==> config.mk <==
export PLATFORM = sky130hd
export DESIGN_NAME = pixel_frame_sequencer
export DESIGN_NICKNAME = d
export VERILOG_FILES = /design/src/rtl/pixel_seq_pkg.sv /design/src/rtl/pixel_frame_sequencer_sar_column_bank.sv /design/src/rtl/pixel_frame_sequencer.sv
export SDC_FILE = /design/constraint.sdc
export NUM_CORES = 1
export LEC_CHECK = 0
export BUFFER_PORTS_ARGS = -buffer_cell sky130_fd_sc_hd__buf_2
export CAP_MARGIN = 20
export CORE_MARGIN = 2
export CORE_UTILIZATION = 50
export DETAILED_ROUTE_END_ITERATION = 6
export PLACE_DENSITY = 0.73
export SLEW_MARGIN = 20
export SYNTH_ARGS = -nofsm -noshare
export SYNTH_HDL_FRONTEND = slang
export SYNTH_HIERARCHICAL = 1
export SYNTH_SLANG_ARGS = --single-unit
==> constraint.sdc <==
create_clock -name i_clk -period 6.55 [get_ports i_clk]
set_clock_uncertainty 0.1 [all_clocks]
set_input_delay 1.965 -clock i_clk [delete_from_list [all_inputs] [get_ports i_clk]]
set_output_delay 1.965 -clock i_clk [all_outputs]
set_load 0.02 [all_outputs]
==> src/rtl/pixel_seq_pkg.sv <==
// Shared types and helpers for the pixel frame sequencer.
//   state_e      : frame sequencer states
//   ROW_W/COL_W  : row/column index widths for the default 16x16 array
//   sar_msb_init : SAR starting trial word (MSB set, all lower bits clear)
//   max_u        : unsigned maximum, used for counter sizing
package pixel_seq_pkg;

  typedef enum logic [2:0] {
    StIdle,
    StErase,
    StExpose,
    StSample,
    StConvert,
    StRead
  } state_e;

  localparam int unsigned DEFAULT_ROWS    = 16;
  localparam int unsigned DEFAULT_COLUMNS = 16;
  localparam int unsigned ROW_W           = $clog2(DEFAULT_ROWS);
  localparam int unsigned COL_W           = $clog2(DEFAULT_COLUMNS);
  localparam int unsigned MAX_RESOLUTION  = 12;

  function automatic logic [MAX_RESOLUTION-1:0] sar_msb_init(input int unsigned res);
    return MAX_RESOLUTION'(1) << (res - 1);
  endfunction

  function automatic int unsigned max_u(input int unsigned a, input int unsigned b);
    return (a > b) ? a : b;
  endfunction

endpackage

==> src/rtl/pixel_frame_sequencer_sar_column_bank.sv <==
// Column-parallel SAR trial/result registers.
//   i_clk, i_reset : clock, asynchronous active-high reset
//   i_init         : load the MSB trial into every column
//   i_step         : perform one SAR decision for every column
//   i_step_idx     : decision number k (bit RESOLUTION-1-k under test)
//   i_cmp          : per-column comparator, 1 = pixel >= DAC
//   o_dac_code     : current trial word per column (column c at [c*RESOLUTION +: RESOLUTION])
//   o_results      : same registers; final once the last step has been taken
module sar_column_bank
  import pixel_seq_pkg::*;
#(
  parameter int unsigned COLUMNS    = 16,
  parameter int unsigned RESOLUTION = 8
) (
  input  logic                            i_clk,
  input  logic                            i_reset,
  input  logic                            i_init,
  input  logic                            i_step,
  input  logic [$clog2(RESOLUTION)-1:0]   i_step_idx,
  input  logic [COLUMNS-1:0]              i_cmp,
  output logic [COLUMNS*RESOLUTION-1:0]   o_dac_code,
  output logic [COLUMNS*RESOLUTION-1:0]   o_results
);

  localparam int unsigned STEP_W = $clog2(RESOLUTION);
  localparam logic [RESOLUTION-1:0] MSB_INIT = RESOLUTION'(sar_msb_init(RESOLUTION));

  logic [COLUMNS*RESOLUTION-1:0] r_trial;
  logic [COLUMNS*RESOLUTION-1:0] w_trial_next;
  logic [STEP_W-1:0]             w_bit;

  // Bit under test in this step, counted down from the MSB.
  assign w_bit = STEP_W'(RESOLUTION - 1) - i_step_idx;

  always_comb begin
    w_trial_next = r_trial;
    if (i_init) begin
      w_trial_next = {COLUMNS{MSB_INIT}};
    end else if (i_step) begin
      for (int c = 0; c < COLUMNS; c++) begin
        for (int b = 0; b < RESOLUTION; b++) begin
          if (w_bit == STEP_W'(b) && !i_cmp[c]) w_trial_next[c*RESOLUTION+b] = 1'b0;
        end
        // Next lower trial bit; nothing to set after the LSB decision.
        for (int b = 1; b < RESOLUTION; b++) begin
          if (w_bit == STEP_W'(b)) w_trial_next[c*RESOLUTION+b-1] = 1'b1;
        end
      end
    end
  end

  always_ff @(posedge i_clk or posedge i_reset) begin
    if (i_reset) r_trial <= '0;
    else         r_trial <= w_trial_next;
  end

  assign o_dac_code = r_trial;
  assign o_results  = r_trial;

endmodule

==> src/rtl/pixel_frame_sequencer.sv <==
// Frame sequencer: global erase, programmable exposure, then per row a sample
// cycle, RESOLUTION SAR conversion cycles and a valid/ready pixel stream.
// After the last pixel transfer a one-cycle frame_done is issued while busy
// stays high; that cycle decides between a new frame (continuous) and idle.
// Ports: i_clk, i_reset (async, active-high), i_start, i_continuous,
//   i_expose_cycles, i_cmp, i_pix_ready; o_erase, o_expose, o_row_en,
//   o_row_sel, o_dac_code, o_pix_data, o_pix_col, o_pix_row, o_pix_valid,
//   o_frame_done, o_busy.
// Macro PIXEL_TEST_PATTERN_EN adds i_test_pattern: when latched high at start,
//   READ outputs (row*COLUMNS+col) mod 2^RESOLUTION instead of the SAR result.
module pixel_frame_sequencer
  import pixel_seq_pkg::*;
#(
  parameter int unsigned COLUMNS      = DEFAULT_COLUMNS,
  parameter int unsigned ROWS         = DEFAULT_ROWS,
  parameter int unsigned RESOLUTION   = 8,
  parameter int unsigned ERASE_CYCLES = 5,
  parameter int unsigned EXP_W        = 16
) (
  input  logic                           i_clk,
  input  logic                           i_reset,
  input  logic                           i_start,
  input  logic                           i_continuous,
  input  logic [EXP_W-1:0]               i_expose_cycles,
  input  logic [COLUMNS-1:0]             i_cmp,
`ifdef PIXEL_TEST_PATTERN_EN
  input  logic                           i_test_pattern,
`endif
  output logic                           o_erase,
  output logic                           o_expose,
  output logic                           o_row_en,
  output logic [$clog2(ROWS)-1:0]        o_row_sel,
  output logic [COLUMNS*RESOLUTION-1:0]  o_dac_code,
  output logic [RESOLUTION-1:0]          o_pix_data,
  output logic [$clog2(COLUMNS)-1:0]     o_pix_col,
  output logic [$clog2(ROWS)-1:0]        o_pix_row,
  output logic                           o_pix_valid,
  input  logic                           i_pix_ready,
  output logic                           o_frame_done,
  output logic                           o_busy
);

  localparam int unsigned ROW_BITS = $clog2(ROWS);
  localparam int unsigned COL_BITS = $clog2(COLUMNS);
  localparam int unsigned STEP_W   = $clog2(RESOLUTION);
  localparam int unsigned CNT_W    =
      max_u(EXP_W, max_u($clog2(ERASE_CYCLES + 1), $clog2(RESOLUTION + 1)));

  state_e                        r_state;
  logic [CNT_W-1:0]              r_cnt;
  logic [EXP_W-1:0]              r_exp_m1;
  logic [ROW_BITS-1:0]           r_row;
  logic [COL_BITS-1:0]           r_col;
  logic                          r_erase, r_expose, r_row_en, r_pix_valid, r_frame_done, r_busy;

  logic [EXP_W-1:0]              w_exp_m1;
  logic                          w_exp_last, w_xfer, w_last_col, w_last_row;
  logic                          w_sar_init, w_sar_step;
  logic [COLUMNS*RESOLUTION-1:0] w_results;
  logic [RESOLUTION-1:0]         w_sar_word;

  // Exposure of 0 behaves as 1; store length-1 for the terminal compare.
  assign w_exp_m1   = (i_expose_cycles == '0) ? '0 : i_expose_cycles - EXP_W'(1);
  assign w_exp_last = (r_cnt == CNT_W'(r_exp_m1));
  assign w_xfer     = r_pix_valid & i_pix_ready;
  assign w_last_col = (r_col == COL_BITS'(COLUMNS - 1));
  assign w_last_row = (r_row == ROW_BITS'(ROWS - 1));

  // MSB trial is loaded on the edge entering SAMPLE so it is visible there.
  assign w_sar_init = ((r_state == StExpose) && w_exp_last) ||
                      ((r_state == StRead) && !r_frame_done && w_xfer && w_last_col && !w_last_row);
  assign w_sar_step = (r_state == StConvert);

  sar_column_bank #(
    .COLUMNS    (COLUMNS),
    .RESOLUTION (RESOLUTION)
  ) u_sar_bank (
    .i_clk      (i_clk),
    .i_reset    (i_reset),
    .i_init     (w_sar_init),
    .i_step     (w_sar_step),
    .i_step_idx (r_cnt[STEP_W-1:0]),
    .i_cmp      (i_cmp),
    .o_dac_code (o_dac_code),
    .o_results  (w_results)
  );

  always_ff @(posedge i_clk or posedge i_reset) begin
    if (i_reset) begin
      r_state      <= StIdle;
      r_cnt        <= '0;
      r_exp_m1     <= '0;
      r_row        <= '0;
      r_col        <= '0;
      r_erase      <= 1'b0;
      r_expose     <= 1'b0;
      r_row_en     <= 1'b0;
      r_pix_valid  <= 1'b0;
      r_frame_done <= 1'b0;
      r_busy       <= 1'b0;
    end else begin
      unique case (r_state)
        StIdle: begin
          if (i_start) begin
            r_state  <= StErase;
            r_busy   <= 1'b1;
            r_erase  <= 1'b1;
            r_cnt    <= '0;
            r_row    <= '0;
            r_col    <= '0;
            r_exp_m1 <= w_exp_m1;
          end
        end
        StErase: begin
          if (r_cnt == CNT_W'(ERASE_CYCLES - 1)) begin
            r_state  <= StExpose;
            r_cnt    <= '0;
            r_erase  <= 1'b0;
            r_expose <= 1'b1;
          end else begin
            r_cnt <= r_cnt + CNT_W'(1);
          end
        end
        StExpose: begin
          if (w_exp_last) begin
            r_state  <= StSample;
            r_cnt    <= '0;
            r_expose <= 1'b0;
            r_row_en <= 1'b1;
          end else begin
            r_cnt <= r_cnt + CNT_W'(1);
          end
        end
        StSample: begin
          r_state <= StConvert;
          r_cnt   <= '0;
        end
        StConvert: begin
          if (r_cnt == CNT_W'(RESOLUTION - 1)) begin
            r_state     <= StRead;
            r_cnt       <= '0;
            r_row_en    <= 1'b0;
            r_pix_valid <= 1'b1;
            r_col       <= '0;
          end else begin
            r_cnt <= r_cnt + CNT_W'(1);
          end
        end
        StRead: begin
          if (r_frame_done) begin
            // Frame-end cycle: continuous is sampled here.
            r_frame_done <= 1'b0;
            if (i_continuous) begin
              r_state  <= StErase;
              r_erase  <= 1'b1;
              r_cnt    <= '0;
              r_row    <= '0;
              r_col    <= '0;
              r_exp_m1 <= w_exp_m1;
            end else begin
              r_state <= StIdle;
              r_busy  <= 1'b0;
            end
          end else if (w_xfer) begin
            if (w_last_col) begin
              r_pix_valid <= 1'b0;
              if (w_last_row) begin
                r_frame_done <= 1'b1;
              end else begin
                r_state  <= StSample;
                r_row    <= r_row + ROW_BITS'(1);
                r_col    <= '0;
                r_row_en <= 1'b1;
              end
            end else begin
              r_col <= r_col + COL_BITS'(1);
            end
          end
        end
        default: r_state <= StIdle;
      endcase
    end
  end

  always_comb begin
    w_sar_word = '0;
    for (int c = 0; c < COLUMNS; c++) begin
      if (r_col == COL_BITS'(c)) w_sar_word = w_results[c*RESOLUTION +: RESOLUTION];
    end
  end

`ifdef PIXEL_TEST_PATTERN_EN
  logic r_tp;

  always_ff @(posedge i_clk or posedge i_reset) begin
    if (i_reset)                              r_tp <= 1'b0;
    else if (r_state == StIdle && i_start)    r_tp <= i_test_pattern;
  end

  assign o_pix_data = r_tp ?
      RESOLUTION'(32'(r_row) * 32'(COLUMNS) + 32'(r_col)) : w_sar_word;
`else
  assign o_pix_data = w_sar_word;
`endif

  assign o_erase      = r_erase;
  assign o_expose     = r_expose;
  assign o_row_en     = r_row_en;
  assign o_row_sel    = r_row;
  assign o_pix_col    = r_col;
  assign o_pix_row    = r_row;
  assign o_pix_valid  = r_pix_valid;
  assign o_frame_done = r_frame_done;
  assign o_busy       = r_busy;

endmodule

# Yosys cells after proc, flatten, opt, wreduce, memory -nomap -nowiden
# Cells that the tools add are included.
[word_totals]
ff_bits = 177
word_cells = 942
[op_classes]
add_sub_neg = 5
eq_ne = 47
n_mux = 320
bitwise = 1
n_reduce_logical = 430
[op_table]
columns = ["operator", "n"]
rows = [
  ["nonzero test 3 bit", 115],
  ["2-to-1 mux 1 bit", 263],
  ["2-to-1 mux 128 bit", 2],
  ["AND reduction 2 bit", 128],
  ["2-to-1 mux 16 bit", 10],
  ["logical AND 1 bit", 133],
  ["2-to-1 mux 8 bit", 16],
  ["case mux 16 bit (6 select lines)", 1],
  ["2-to-1 mux 4 bit", 11],
  ["nonzero test 2 bit", 20],
  ["equality test 4 bit (second input constant)", 9],
  ["equality test 16 x 3 -> 1 bit (second input constant)", 2],
  ["case mux 16 bit (2 select lines)", 1],
  ["2-to-1 mux 3 bit", 8],
  ["inequality test 2 bit (second input constant)", 11],
  ["equality test 3 bit (second input constant)", 6],
  ["logical NOT 1 bit", 18],
  ["case mux 3 bit (6 select lines)", 1],
  ["adder 16 x 1 -> 16 bit (second input constant)", 1],
  ["equality test 16 bit", 1],
  ["equality test 4 x 3 -> 1 bit (second input constant)", 4],
  ["logical NOT 16 bit", 1],
  ["subtractor 16 x 1 -> 16 bit (second input constant)", 1],
  ["AND reduction 7 bit", 2],
  ["21 further kinds", 38],
]

# Longest topological paths before layout
# Gate-level depths: netlist (run 1).
[depth]
depth_word = 17
depth_mapped = 13
mapped_depth_nobuf = 9

# By module
# Netlist (run 1), hierarchy kept.
[modules_own_cells]
columns = ["mod", "instances", "cells_per_inst", "area_per_inst_um2"]
rows = [
  ["sar_column_bank", 1, 612, 6507.5],
  ["pixel_frame_sequencer", 1, 554, 4240.3],
]

# Worst setup path before layout (run 1)
# Ideal clock, no wire load.
[synth_path]
path_type = "flip-flop to output port"
from = "register r_col[0] (netlist: o_pix_col[0])"
to = "output port o_pix_data[0]"
arrival_time_ps = 2398
slack_ps = 2087
stages_incl_launch_ff = 10
path_buffers = 2
cell_sequence = "dfrtp_1 > ha_1 > buf_2 > clkbuf_1 > nor2_1 > nand3_1 > a21oi_1 > a2111oi_0 > a21oi_1 > o31ai_1"
[synth_via]
elab_chain_cells = 17
elab_cells_between_ends = 32
cone_classes = "eq/ne (15); mux (16); reduce/logical (1)"
[synth_lines]
columns = ["element", "line", "text"]
rows = [
  ["start: declaration", "pixel_frame_sequencer.sv:53", "logic [COL_BITS-1:0] r_col;"],
  ["start signal: assignment", "pixel_frame_sequencer.sv:176", "r_col <= r_col + COL_BITS'(1);"],
  ["logical NOT 4 bit", "pixel_frame_sequencer.sv:188", "if (r_col == COL_BITS'(c)) w_sar_word = w_results[c*RESOLUTION +: RESOLUTION];"],
  ["2-to-1 mux 8 bit (15 in series)", "pixel_frame_sequencer.sv:188", ""],
  ["2-to-1 mux 8 bit *", "pixel_frame_sequencer.sv:188", ""],
  ["end: declaration", "pixel_frame_sequencer.sv:34", "output logic [RESOLUTION-1:0] o_pix_data,"],
]
# Mark *: on every way between the ends. The rest lies on a longest branch, timed or not.

# Worst setup path in the final report (run 1)
[layout_path]
from = "register r_col[0] (netlist: o_pix_col[0])"
to = "output port o_pix_data[1]"
# The elaborated chain is that of the path after synthesis.

==> results of run 1 <==
==> placed cells by master, fill, tap and decap left out, types with 9 or more instances in the layout <==
cell type / count
a31o_2: 105
a31oi_1: 14
buf_2: 190
buf_4: 9
nor2_1: 40
xnor2_1: 25
o21ba_2: 16
nand3_1: 20
nand2_1: 193
o21ai_0: 45
clkbuf_16: 17
o22ai_1: 13
and3_1: 13
a22oi_1: 10
a21o_1: 23
dfrtp_1: 177
nor2b_1: 11
nor3_1: 11
nand2b_1: 11
a21oi_1: 38
inv_1: 20
==> state kept, by name, summed over array words and instances, names as in the netlist, 3 cells and up <==
signal	flops
o_pix_row	4
r_exp_m1	16
r_state	3
r_cnt	16
o_pix_col	4
u_sar_bank/o_dac_code	128
==> cells by family after synthesis <==
group           count (synthesis)
fa+ha+maj                       8
flops                         177
compound gates                355
xor+xnor                       33
mux                             1
buf+inv                       242
simple gates                  350
==> report_power, final <==
group / leakage [uW] / total [uW] / internal [uW] / switching (uW)
registers: 0.00228 / 2070 / 1510 / 556
logic: 0.00258 / 2510 / 966 / 1550
clock network: 0.000278 / 1010 / 552 / 463
==> per-layer routing <==
metal  vias to the layer above  track usage, %  routed length (um)
met5                         -               0                   0
met4                         0           10.05                 865
met3                        55           6.121                2827
met2                       472           44.23               15040
met1                      4538           40.35               13690
li1                       4026               -                   -
==> layout make-up <==
cell class              instances  share of cell area [%]
multi-input cells             747                   42.67
clock inverters                12                   1.061
repair buffers                200                   9.242
inverters                      23                  0.8180
clock buffers                  20                   4.035
well taps                     275                   3.040
flip-flops and latches        177                   39.13
==> metrics by stage <==
stage	util, %	cell area (um2)	power [uW]
2_1_floorplan	-	10750	4086
3_3_place_gp	50.72	10700	4499
3_5_place_dp	50.72	10700	4545
4_1_cts	53.46	11270	5564
5_1_grt	53.67	11320	5889
6_report	53.67	11320	5595
==> critical path, stage by stage, from the launching register on <==
cell       delay (ps)
dfrtp_1           450
inv_1             120
ha_1              490
nor2b_1           930
a221o_1           280
a31oi_1            80
a2111oi_0         490
o21ai_0           180
a31oi_1           290
buf_2             220
==> worst max-delay path by stage <==
stage	startpoint	endpoint	slack (ps)	cells past startpoint
final	o_pix_col[0]	o_pix_data[1]	520	9
after global placement	o_pix_col[0]	o_pix_data[1]	1240	9
after CTS	o_pix_col[0]	o_pix_data[1]	680	9
after floorplan	i_reset	u_sar_bank/o_dac_code[0]	1070	1
after global routing	o_pix_col[0]	o_pix_data[1]	410	9
after detailed placement	o_pix_col[0]	o_pix_data[1]	1160	9
==> summary.md, run 1 <==
| Metric | Value |
|---|---|
| Syn_nets | `1211` |
| Synth top area cells | `dfrtp_1 41%, buf_4 9.6%, a31o_2 8.6%` |
| Sequential fraction of the synthesis area | `41.21%` |
| Simple-gate share of the synthesized area | `15.90%` |
| Routed Wire Length | `32.42 mm` |
| Mapped Cells | `1166` |
| Seq cells post-synth | `177` |
| Area of the die | `0.02268 mm2` |
| Hold Crit Class | `register to register` |
| Vias in the first global route | `8450` |
| Die height | `150.6 um` |
| Area grow syn2layout | `5.309%` |
| TritonCTS clock tree | `yes` |
| Leakage power | `0.005141 uW` |
| Top cell type's share of synthesized area | `41.21%` |
| Cell depth of the worst flop-to-flop path | `7` |
| Critical Path RT | `4490 ps` |
| Power Density | `494.3 mW/mm2` |
| Hold Buf Count CTS | `0` |
| Synth Area in Adders | `0.9313%` |
| First-pass GRT wire length | `49.76 mm` |
| Antenna cells | `0` |
| Post-Place Cells | `1420` |
| Root Buffer | `clkbuf_16` |
| Top-count cell post-synth | `nand2_1` |
| Wirelength per Cell | `22.30 um` |
| Reg clk slew, reported paths | `70 ps` |
| Hold path startpoint | `o_expose` |
| RSZ-0062 raised after global routing | `no` |
| Post-Syn Area | `0.01075 mm2` |
| FFs w/ async S/R, synth | `100.0%` |
| R2r setup slk | `2750 ps` |
| Total global-route track usage | `28.76%` |
| First-pass DRT Iterations | `5` |
| Final Net Count | `1211` |
| Final Worst Setup Slack | `518.7 ps` |
| Startpoint types | `register` |
| Initial DRC Count | `962` |
| Setup TNS | `0 ps` |
| # fillers | `1939` |
| Fin crit share | `92.08%` |
| Hold Crit Depth | `1` |
| CTS resizes | `0` |
| Final Setup Violations | `0` |
| Layout cell share with drive strength beyond 1 | `32.82%` |
| Antenna Nets Post-Route | `0` |
| WP data arrival | `3970 ps` |
| Post-synthesis mux area share | `0.09313%` |
| CP Class | `register to primary output` |
| Final max-slew violation count | `0` |
| H-tree Lvls | `4` |
| Crit path time final | `6031 ps` |
| Final Hold Vio Count | `0` |
| Synthesis Warnings | `6` |
| Vias/cell | `6.252` |
| Longest Clk Path Bufs | `2` |
| Core ar. | `0.02109 mm2` |
| Dpl ws | `1160 ps` |
| Reg-to-Reg Start | `o_pix_col[3]` |
| Starting Density | `50.97%` |
| Synth top cells by count | `193 x nand2_1, 177 x dfrtp_1, 138 x buf_4` |
| VDD IR max | `213.8 uV` |
| Via count | `9091` |
| I/O pins | `191` |
| WHS Endpoint | `o_expose` |
| Largest family of logic cells by synthesized area | `compound AO/OA/AOI/OAI gates` |
| Drt drc | `0` |
| Footprint of the multi-input gates | `0.004830 mm2` |
| Die extent in x | `150.6 um` |
| Layout Cells excl Fill | `1454` |
| Synth unique cells | `74` |
| Clock Latency Late Sink | `440 ps` |
| Placer Congestion | `0.9338` |
| Hold WS | `394.4 ps` |
| Max-cap violations | `0` |
| Clock sink count | `177` |
| Row cnt | `53` |
| Compound-gate portion of the synthesized area | `25.16%` |
| Status | `finished, final reports clean` |
| IO buf count | `190` |
| Synth Flop Type | `dfrtp_1` |
| Max_slew headroom | `24.69%` |
| CP Capture Type | `primary output` |
| Max Clock Freq | `0.1658 GHz` |
| Worst R2R End | `u_sar_bank/o_dac_code[19]` |
| Synth Area in XOR/XNOR | `2.689%` |
| FF+latch area | `0.004429 mm2` |
| CP Max Fanout | `14` |
| Inserted Clock Buffers | `17` |
| Syn Area/Cell | `9.218 um2` |
| GR Overflow Total | `0` |
| Final HPWL DP | `23.40 mm` |
| Post-synth EDFFs | `0` |
| Worst slew pin tran | `1124 ps` |
| Initial antenna violation count | `0` |
| Setup Buffers After CTS | `0` |
| Largest net degree at the start of global routing | `88` |
| Leading area contributor after synthesis | `dfrtp_1` |
(Power assumes the default switching activity.)
==> inputs of run 2 (changes only) <==
Settings changed: CTS_BUF_LIST from default to sky130_fd_sc_hd__clkbuf_4 sky130_fd_sc_hd__clkbuf_8 sky130_fd_sc_hd__clkbuf_16.
==> run 2 against run 1 <==
  * Via count increased by 0.19%
  * Final area about the same
  * Hold slack about the same
  * Critical endpoint unchanged
==> summary.md, run 2 (same netlist as run 1, synthesis figures left out) <==
| Metric | Value |
|---|---|
| Status | `finished, final reports clean (unchanged)` |
| CP Class | `register to primary output (unchanged)` |
| Final max-slew violation count | `0 (unchanged)` |
| Core ar. | `0.02109 mm2 (unchanged)` |
| Inserted Clock Buffers | `17 (unchanged)` |
| Power Density | `494.6 mW/mm2 (was 494.3 mW/mm2)` |
| Dpl cell area | `0.01070 mm2 (unchanged)` |
| Die extent in x | `150.6 um (unchanged)` |
| Largest net degree at the start of global routing | `88 (unchanged)` |
| Reg clk slew, reported paths | `70 ps (about the same)` |
| Core Util, Final | `53.69% (was 53.67%)` |
| Fin crit share | `92.44% (was 92.08%)` |
| Starting Density | `50.97% (unchanged)` |
| Total power | `5600 uW (was 5595 uW)` |
| Routed Wire Length | `32.43 mm (was 32.42 mm)` |
| Largest register FFs | `128 (unchanged)` |
| CP bufs+invs | `2 (unchanged)` |
| Antenna Nets Post-Route | `0 (unchanged)` |
| Clock sink count | `177 (unchanged)` |
| Drt drc | `0 (unchanged)` |
| Slowest CP cell | `nor2b_1 (unchanged)` |
| H-tree Lvls | `4 (unchanged)` |
| Antenna cells | `0 (unchanged)` |
| Max-cap violations | `0 (unchanged)` |
| TritonCTS clock tree | `yes (unchanged)` |
| Cell depth of the worst flop-to-flop path | `7 (unchanged)` |
| CP Max Fanout | `14 (unchanged)` |
| Final Hold Vio Count | `0 (unchanged)` |
| Cells along the critical path | `inv_1 -> ha_1 -> nor2b_1 -> a221o_1 -> a31oi_1 -> a2111oi_0 -> o21ai_0 -> a31oi_1 -> buf_2 (unchanged)` |
| Worst slew pin tran | `1136 ps (was 1124 ps)` |
| Dpl ws | `1160 ps (unchanged)` |
| Setup TNS | `0 ps (unchanged)` |
| IO buf count | `190 (unchanged)` |
| Hold Buf Count CTS | `0 (unchanged)` |
| Max Clock Freq | `0.1652 GHz (was 0.1658 GHz)` |
| Die height | `150.6 um (unchanged)` |
| Commonest non-fill, non-tap cells in the layout | `193 x nand2_1, 190 x buf_2, 177 x dfrtp_1, 105 x a31o_2, 45 x o21ai_0 (unchanged)` |
| Area grow syn2layout | `5.343% (was 5.309%)` |
| Most common cell on crit path | `a31oi_1 (unchanged)` |
| VDD IR max | `213.8 uV (about the same)` |
| Initial DRC Count | `939 (was 962)` |
| Total global-route track usage | `28.76% (unchanged)` |
| Crit-path leading delay family | `compound AO/OA/AOI/OAI gates (unchanged)` |
| Max_slew headroom | `23.85% (was 24.69%)` |
| Hold Crit Depth | `1 (unchanged)` |
| Hold Crit Class | `register to register (unchanged)` |
| Vias/cell | `6.264 (was 6.252)` |
| Initial antenna violation count | `0 (unchanged)` |
| Final HPWL DP | `23.40 mm (unchanged)` |
| Crit-path max cell delay | `950 ps (was 930 ps)` |
| Worst path depth | `9 (unchanged)` |
| Final Setup Violations | `0 (unchanged)` |
| Crit path time final | `6055 ps (was 6031 ps)` |
| Final Worst Setup Slack | `495.4 ps (was 518.7 ps)` |
| Layout cell share with drive strength beyond 1 | `32.91% (was 32.82%)` |
| RSZ-0062 raised after global routing | `no (unchanged)` |
| CP Capture Type | `primary output (unchanged)` |
| Placer Congestion | `0.9338 (unchanged)` |
| Vias in the first global route | `8450 (unchanged)` |
| Leakage power | `0.005144 uW (was 0.005141 uW)` |
| Final Net Count | `1211 (unchanged)` |
| WP data arrival | `3990 ps (was 3970 ps)` |
| First-pass GRT wire length | `49.76 mm (unchanged)` |
| First-pass DRT Iterations | `5 (unchanged)` |
| I/O pins | `191 (unchanged)` |
| Post-route cell area | `0.01132 mm2 (about the same)` |
| Clock Latency Late Sink | `440 ps (about the same)` |
| Startpoint types | `register (unchanged)` |
| Wirelength per Cell | `22.30 um (about the same)` |
| Longest Clk Path Bufs | `2 (unchanged)` |
| GR Overflow Total | `0 (unchanged)` |
| Critical Path RT | `4490 ps (about the same)` |
| Row cnt | `53 (unchanged)` |
| Area of the die | `0.02268 mm2 (unchanged)` |
| CTS resizes | `0 (unchanged)` |
| Setup Buffers After CTS | `0 (unchanged)` |
| Commonest non-fill, non-tap cell in the layout | `nand2_1 (unchanged)` |
| Via count | `9108 (was 9091)` |
| Root Buffer | `clkbuf_16 (unchanged)` |
## run 2: cell types whose count changed in the layout (fill, tap and decap cells not counted)
cell / change
clkbuf_1: -1
clkbuf_4: +1
## run 2: through the flow
| stage | cells | hold slack (ps) |
|---|---|---|
| detailed placement | 1420 | 386.7 |
| finish | 1454 | 394.4 |
| global route | 1454 | 427.5 |
| floorplan | 1166 | 370.2 |
| CTS | 1452 | 403.6 |
| global placement | 1420 | 374.6 |
## run 2: area by class of cell
class | instances | area, um2
clock buffer | 20 | 460.4
clock inverter | 12 | 120.1
fill | 1937 | 9766
inverter | 23 | 92.59
multi-input combinational | 747 | 4830
sequential | 177 | 4429
tap | 275 | 344.1
timing repair buffer | 200 | 1046
## run 2: per-layer routing
metal  track usage [%]  up-vias  wire length (um)
li1                  -     4023                 -
met1             40.35     4540             13570
met2             44.23      488             15030
met3             6.121       57              2917
met4             10.05        0               911
met5                 0        -                 0
## run 2: worst paths after layout
| check | from | endpoint | slack, ps |
|---|---|---|---|
| min in group asynchronous | i_reset | u_sar_bank/o_dac_code[19] | 1600 |
| hold / removal | o_expose | o_expose | 390 |
| setup reg to reg | o_pix_col[3] | u_sar_bank/o_dac_code[19] | 2750 |
| max in group asynchronous | i_reset | u_sar_bank/o_dac_code[81] | 3710 |
| hold reg to reg | o_expose | o_expose | 390 |
| setup / recovery | o_pix_col[0] | o_pix_data[1] | 500 |
## run 2: power by group
part           internal [uW]  switching [uW]  total (uW)
Combinational            966            1550        2520
Clock                    556             462        1020
Sequential              1510             556        2070
